### config.mk
export PLATFORM = sky130hd
export DESIGN_NAME = fifo_sync_param
export DESIGN_NICKNAME = d
export VERILOG_FILES = /design/src/rtl/fifo_sync_param.sv
export SDC_FILE = /design/constraint.sdc
export NUM_CORES = 1
export LEC_CHECK = 0
export CORE_MARGIN = 8
export CORE_UTILIZATION = 40
export CTS_CLUSTER_DIAMETER = 80
export DETAILED_ROUTE_END_ITERATION = 6
export DONT_BUFFER_PORTS = 1
export SYNTH_ARGS = -nofsm -noshare
export SYNTH_HDL_FRONTEND = slang
export SYNTH_SLANG_ARGS = --single-unit
### constraint.sdc
create_clock -name clk -period 6.8 [get_ports clk]
set_clock_uncertainty 0.2 [all_clocks]
set_input_delay 0 -clock clk [delete_from_list [all_inputs] [get_ports clk]]
set_output_delay 0 -clock clk [all_outputs]
set_load 0.02 [all_outputs]
### src/rtl/fifo_sync_param.sv
// fifo_sync_param: parametrised synchronous FIFO with any depth >= 2, programmable
// almost-full/almost-empty thresholds, occupancy count, synchronous flush and
// selectable standard or first-word-fall-through read mode.
// Ports:
//   clk         rising-edge clock
//   rst         synchronous active-high reset (wins over flush)
//   flush       synchronous clear of contents; wr_en/rd_en ignored that cycle
//   data_in     write data
//   wr_en       write request
//   rd_en       read request
//   data_out    read data (registered in standard mode, head word in FWFT mode)
//   wr_ack      previous cycle's write was accepted
//   overflow    previous cycle's write was rejected
//   underflow   previous cycle's read was rejected
//   full, empty, almostfull, almostempty  status flags decoded from count
//   count       number of stored words
module fifo_sync_param #(
   parameter int FIFO_WIDTH      = 16,
   parameter int FIFO_DEPTH      = 8,
   parameter int ALMOST_FULL_TH  = 1,
   parameter int ALMOST_EMPTY_TH = 1,
   parameter int FWFT            = 0
)(
   input  logic                               clk,
   input  logic                               rst,
   input  logic                               flush,
   input  logic [FIFO_WIDTH-1:0]              data_in,
   input  logic                               wr_en,
   input  logic                               rd_en,
   output logic [FIFO_WIDTH-1:0]              data_out,
   output logic                               wr_ack,
   output logic                               overflow,
   output logic                               underflow,
   output logic                               full,
   output logic                               empty,
   output logic                               almostfull,
   output logic                               almostempty,
   output logic [$clog2(FIFO_DEPTH+1)-1:0]    count
);
   localparam int CW = $clog2(FIFO_DEPTH + 1);
   localparam int PW = $clog2(FIFO_DEPTH);

   logic [FIFO_WIDTH-1:0] r_mem [FIFO_DEPTH];
   logic [PW-1:0]         r_wr_ptr, r_rd_ptr;
   logic [CW-1:0]         r_count;
   logic                  r_wr_ack, r_overflow, r_underflow;
   logic                  w_rd_acc, w_wr_acc, w_run;

   // Explicit wrap keeps non-power-of-two depths correct.
   function automatic logic [PW-1:0] f_inc(input logic [PW-1:0] p);
      return (p == PW'(FIFO_DEPTH - 1)) ? '0 : p + PW'(1);
   endfunction

   // A full FIFO still accepts a write when a read frees the slot in the same cycle.
   assign w_rd_acc = rd_en && (r_count != '0);
   assign w_wr_acc = wr_en && ((r_count != CW'(FIFO_DEPTH)) || w_rd_acc);
   assign w_run    = !rst && !flush;

   always_ff @(posedge clk) begin
      if (w_run && w_wr_acc)
         r_mem[r_wr_ptr] <= data_in;
   end

   always_ff @(posedge clk) begin
      if (!w_run) begin
         r_wr_ptr    <= '0;
         r_rd_ptr    <= '0;
         r_count     <= '0;
         r_wr_ack    <= 1'b0;
         r_overflow  <= 1'b0;
         r_underflow <= 1'b0;
      end else begin
         if (w_wr_acc)
            r_wr_ptr <= f_inc(r_wr_ptr);
         if (w_rd_acc)
            r_rd_ptr <= f_inc(r_rd_ptr);
         r_count     <= r_count + CW'(w_wr_acc && !w_rd_acc) - CW'(w_rd_acc && !w_wr_acc);
         r_wr_ack    <= w_wr_acc;
         r_overflow  <= wr_en && !w_wr_acc;
         r_underflow <= rd_en && !w_rd_acc;
      end
   end

   generate
      if (FWFT != 0) begin : g_fwft
         assign data_out = empty ? '0 : r_mem[r_rd_ptr];
      end else begin : g_std
         logic [FIFO_WIDTH-1:0] r_data_out;
         // On a full simultaneous read/write the old word is captured here before the slot is overwritten.
         always_ff @(posedge clk) begin
            if (rst)
               r_data_out <= '0;
            else if (!flush && w_rd_acc)
               r_data_out <= r_mem[r_rd_ptr];
         end
         assign data_out = r_data_out;
      end
   endgenerate

   assign count       = r_count;
   assign wr_ack      = r_wr_ack;
   assign overflow    = r_overflow;
   assign underflow   = r_underflow;
   assign full        = r_count == CW'(FIFO_DEPTH);
   assign empty       = r_count == '0;
   assign almostfull  = (r_count >= CW'(FIFO_DEPTH - ALMOST_FULL_TH)) && !full;
   assign almostempty = (r_count <= CW'(ALMOST_EMPTY_TH)) && !empty;
endmodule

==> run summary <==
The accumulated negative setup slack came out at 0 ns. The via count of the first global-routing pass came out at 3,265. The length of the first detailed-routing pass in iterations came out at 4. The count of flip-flops with a built-in enable after synthesis came out at around 130. The clock sink total is roughly 160. The switching power is 0.000449 W. The final period demand of the worst path is between 3 and 4 ns. The net count of the finished layout is between 300 and 400. The static leakage is 2.38 nW. The starting utilization of the core area is a little over 40%.

The clock power share is between 40% and 50%. The boundary pin count is 48. For the worst setup path, the data required time is 6.71 ns. The tightest slew margin relative to the limit came out at 28.7%. After clock tree synthesis, the repair step resized 0 gates. The maximum root-to-sink buffer count came out at 2. STA classifies the critical path endpoint as a flip-flop. TritonCTS built the clock tree. Setup repair after global routing left no endpoint under its margin.

Traced cell by cell, the critical path runs through inv_1 > ha_1 > or3b_1 > inv_2 > o21ai_1 > nand4_1 > nor2_1 > buf_4. The final number of setup-violating endpoints came out at 0. The top flip-flop cell by instance count after synthesis is sky130_fd_sc_hd__edfxtp_1.

The clock latency on the worst-skew pair came out at around 0.41 ns. In this run the worst path has a maximum fanout of 10. The first-iteration detailed-routing DRC count came out at 182. The number of standard cells after synthesis is 317. The total nets after synthesis came out at 350. For this run, the slowest stage of the critical path takes 0.63 ns. Once placement finished, the instance area stood at 6330 um^2. The worst hold path was traced through 3 stages. The cell type of the slowest stage on the worst timing path is sky130_fd_sc_hd__nor2_1.

Of the total synthesized cell area, the portion taken by AND, OR, NAND and NOR gates is between 3 and 4%. The clock slew seen by the registers of the worst setup and hold paths came out at 0.06 ns. The final wirelength came out at 11,800 um. The H-tree was split into 4 levels. The number of antenna violations at the first check in global routing came out at 0. The synthesized-area fraction occupied by xor and xnor cells came out at less than 1%. After synthesis, the netlist uses 33 different library cells. The first global-routing pass estimated 18,600 um of wire. In this run the vertical extent of the chip is between 100 and 150 um.

The global placer's final weighted congestion came out at around 0.7. The all-layer global routing usage is roughly an eighth. The routed wirelength normalized by instance count came out at 21.2 um. The cell area power density came out at about 300 nW/um^2. The detailed-route via count came out at about 3,000. The min-delay analysis places its worst path in the category in -> reg. In the post-route analysis, the smallest setup slack over all paths is 3.73 ns.

Counting flops with an async set or reset pin after synthesis yields a share of 0%. The number of antenna diodes in the final layout is 0. Max-cap violations in this run came to 0. The fraction of layout cells with a size suffix above 1 came out at between 20% and 30%. The global-route congestion overflow total came out at 0.

The die is approximately 140 um wide. The area fraction in compound gates after synthesis is between 3 and 4%. The peak ir drop on the vdd network is 194 uV. After synthesis, the most frequently instantiated cells are sky130_fd_sc_hd__edfxtp_1, sky130_fd_sc_hd__dfxtp_1, sky130_fd_sc_hd__mux4_2. The switching share of power is 20.8%.

Entering global routing, the biggest net connects 36 pins. In this run, CTS created clock tree buffers numbering 17. The sequential-to-total area share from yosys stat came out at 72.7%. The final max-slew violation count came out at 0. The growth of design area from synthesis to finish is 18.1%. The number of hold violations in the final report is 0. The cell area after synthesis is between 6000 and 7000 um^2. The synthesized area per cell is around 19 um^2.

The final routed DRC violation total is 0. The area share of the largest cell type after synthesis came out at 63.2%. Counting tap cells, the placed design contains a total of 503 instances.

Before CTS, the worst setup slack after placement is around 3.7 ns. The internal power component came out at 0.00171 W. The utilization after layout came out at between 40% and 50%. The HPWL reported at the end of detailed placement is between 7000 and 8000 um. The slew at the pin with the worst max-slew slack came out at between 1 and 1.5 ns.

The die area came out at slightly below 20,000 um^2. The dominant cell by count in the synthesized netlist is sky130_fd_sc_hd__edfxtp_1. The floorplan step defined a core boundary enclosing ~15,000 um^2.

The total setup buffers inserted after CTS came out at 0. The share of total power dissipated in sequential elements is between 40% and 50%. The final standard cell count with taps included and fillers excluded is between 500 and 600. After synthesis, the largest family of logic cells by area is multiplexers.

The number of filler instances in the final layout is between 1,000 and 1,500. The count of nets left with antenna violations after detail routing is 0. The highest clock rate came out at 0.326 GHz. After Yosys synthesis, full adders, half adders and majority gates account for 2.59% of the synthesized area.

In the post-synthesis netlist, the biggest area contributors are sky130_fd_sc_hd__edfxtp_1, sky130_fd_sc_hd__mux4_2, sky130_fd_sc_hd__dfxtp_1. The number of cell rows is 45. The worst setup path is launched from a flip-flop. The largest total area in the synthesized netlist belongs to sky130_fd_sc_hd__edfxtp_1.

The proportion of synthesized area in mux cells came out at 15.2%. In the routed layout, each cell is associated on average with a via count of ~5.3. The combinational group share of total power is between 5 and 6%. The worst setup path is of the reg -> reg kind.

The flop and latch count out of synthesis came out at between 150 and 200. The arrival time reported for the critical path endpoint came out at ~3 ns. The final period utilization is between 40% and 50%.

The design area came out at 7190 um^2. The number of cells on the worst reg-to-reg path is 8. The total of buffers placed on input and output ports is 0.

The run finished with clean final reports. The tree is rooted in a sky130_fd_sc_hd__clkbuf_16. For this run, the number of Yosys warnings is 0.
==> worst max-delay path: cells and delay by family (launching register included) <==
family | cells | cell delay, ns
AOI/OAI and AO/OA | 1 | 0.19
adders and majority gates | 1 | 0.24
buffers and inverters | 3 | 0.55
DFF | 1 | 0.47
and+or+nand+nor | 3 | 1.11
==> through the flow <==
step | hold WS [ns] | total power, W
floorplan | -0.101 | 0.00117
global placement | -0.101 | 0.00118
detailed placement | -0.101 | 0.00119
CTS | 0.0296 | 0.00219
global route | 0.0622 | 0.00224
finish | 0.0452 | 0.00216
==> cells in the final DEF (no fill, tap or decap), types with 2 or more instances in the layout <==
master	synthesis	routed
sky130_fd_sc_hd__edfxtp_1	128	128
sky130_fd_sc_hd__mux4_2	29	29
sky130_fd_sc_hd__dfxtp_1	29	28
sky130_fd_sc_hd__dlygate4sd3_1	0	23
sky130_fd_sc_hd__clkbuf_16	0	17
sky130_fd_sc_hd__nor2_1	16	16
sky130_fd_sc_hd__mux2_2	16	16
sky130_fd_sc_hd__a22o_1	16	16
sky130_fd_sc_hd__buf_4	0	12
sky130_fd_sc_hd__ha_1	11	11
sky130_fd_sc_hd__nand2_1	9	9
sky130_fd_sc_hd__a21oi_1	8	8
sky130_fd_sc_hd__inv_1	6	6
sky130_fd_sc_hd__or3b_1	4	4
sky130_fd_sc_hd__bufinv_16	0	4
sky130_fd_sc_hd__or3_1	3	3
sky130_fd_sc_hd__nand2b_1	3	3
sky130_fd_sc_hd__mux4_1	3	3
sky130_fd_sc_hd__clkinv_4	0	3
sky130_fd_sc_hd__clkinv_2	0	3
sky130_fd_sc_hd__clkinvlp_4	0	3
sky130_fd_sc_hd__inv_2	2	2
sky130_fd_sc_hd__o21ai_1	2	2
sky130_fd_sc_hd__nor3_2	0	2
sky130_fd_sc_hd__nand3_1	2	2
sky130_fd_sc_hd__nor2b_1	2	2
==> registers in the layout (all words and copies together), names as in the netlist <==
name	cells
count	4
data_out	16
overflow	1
r_mem	128
r_rd_ptr	3
r_wr_ptr	3
underflow	1
wr_ack	1
==> cell type report <==
cell class | instances | area (um^2) | area share, %
clock buffers | 17 | 425 | 5.92
flip-flops and latches | 157 | 4430 | 61.6
repair buffers | 35 | 320 | 4.46
clock inverters | 15 | 196 | 2.73
inverters | 8 | 30.0 | 0.418
multi-input cells | 138 | 1550 | 21.6
well taps | 188 | 235 | 3.27
==> cells by family (layout without fill, tap and decap cells) <==
family                     after synthesis  count (layout)
AOI/OAI and AO/OA                       28              28
xor gates and xnor gates                 2               2
adders and majority gates               12              12
buffers and inverters                   22              75
DFF                                    157             157
muxes                                   49              49
and+or+nand+nor                         47              47
==> final timing paths <==
check | start | to | slack (ns)
min | rst | r_mem[7][10] | 0.05
min reg2reg | r_rd_ptr[1] | r_rd_ptr[1] | 0.29
max | count[2] | r_mem[5][14] | 3.73
max reg2reg | count[2] | r_mem[5][14] | 3.73
==> metal layers <==
layer	vias to the layer above	GRT usage (%)	part of all wire [%]
met2	68	20.5	49
met1	1552	16.0	45
met5	-	0	0
met4	0	4.33	1.2
met3	10	4.65	5.3
li1	1347	-	-
==> power by group through the flow <==
stage / Combinational (W) / Sequential, W / Clock, W
detailed placement: 0.0000931 / 0.00109 / 0
floorplan: 0.0000774 / 0.00109 / 0
global route: 0.000125 / 0.00107 / 0.00104
finish: 0.000112 / 0.00107 / 0.000981
global placement: 0.0000924 / 0.00109 / 0
CTS: 0.000114 / 0.00107 / 0.00100
==> what timing repair did <==
action	CTS	global route
endpoints found under the setup margin	0	0
hold endpoints to repair	176	0
hold buffers	23	0
No activity file was read; power rests on OpenSTA's default activity.
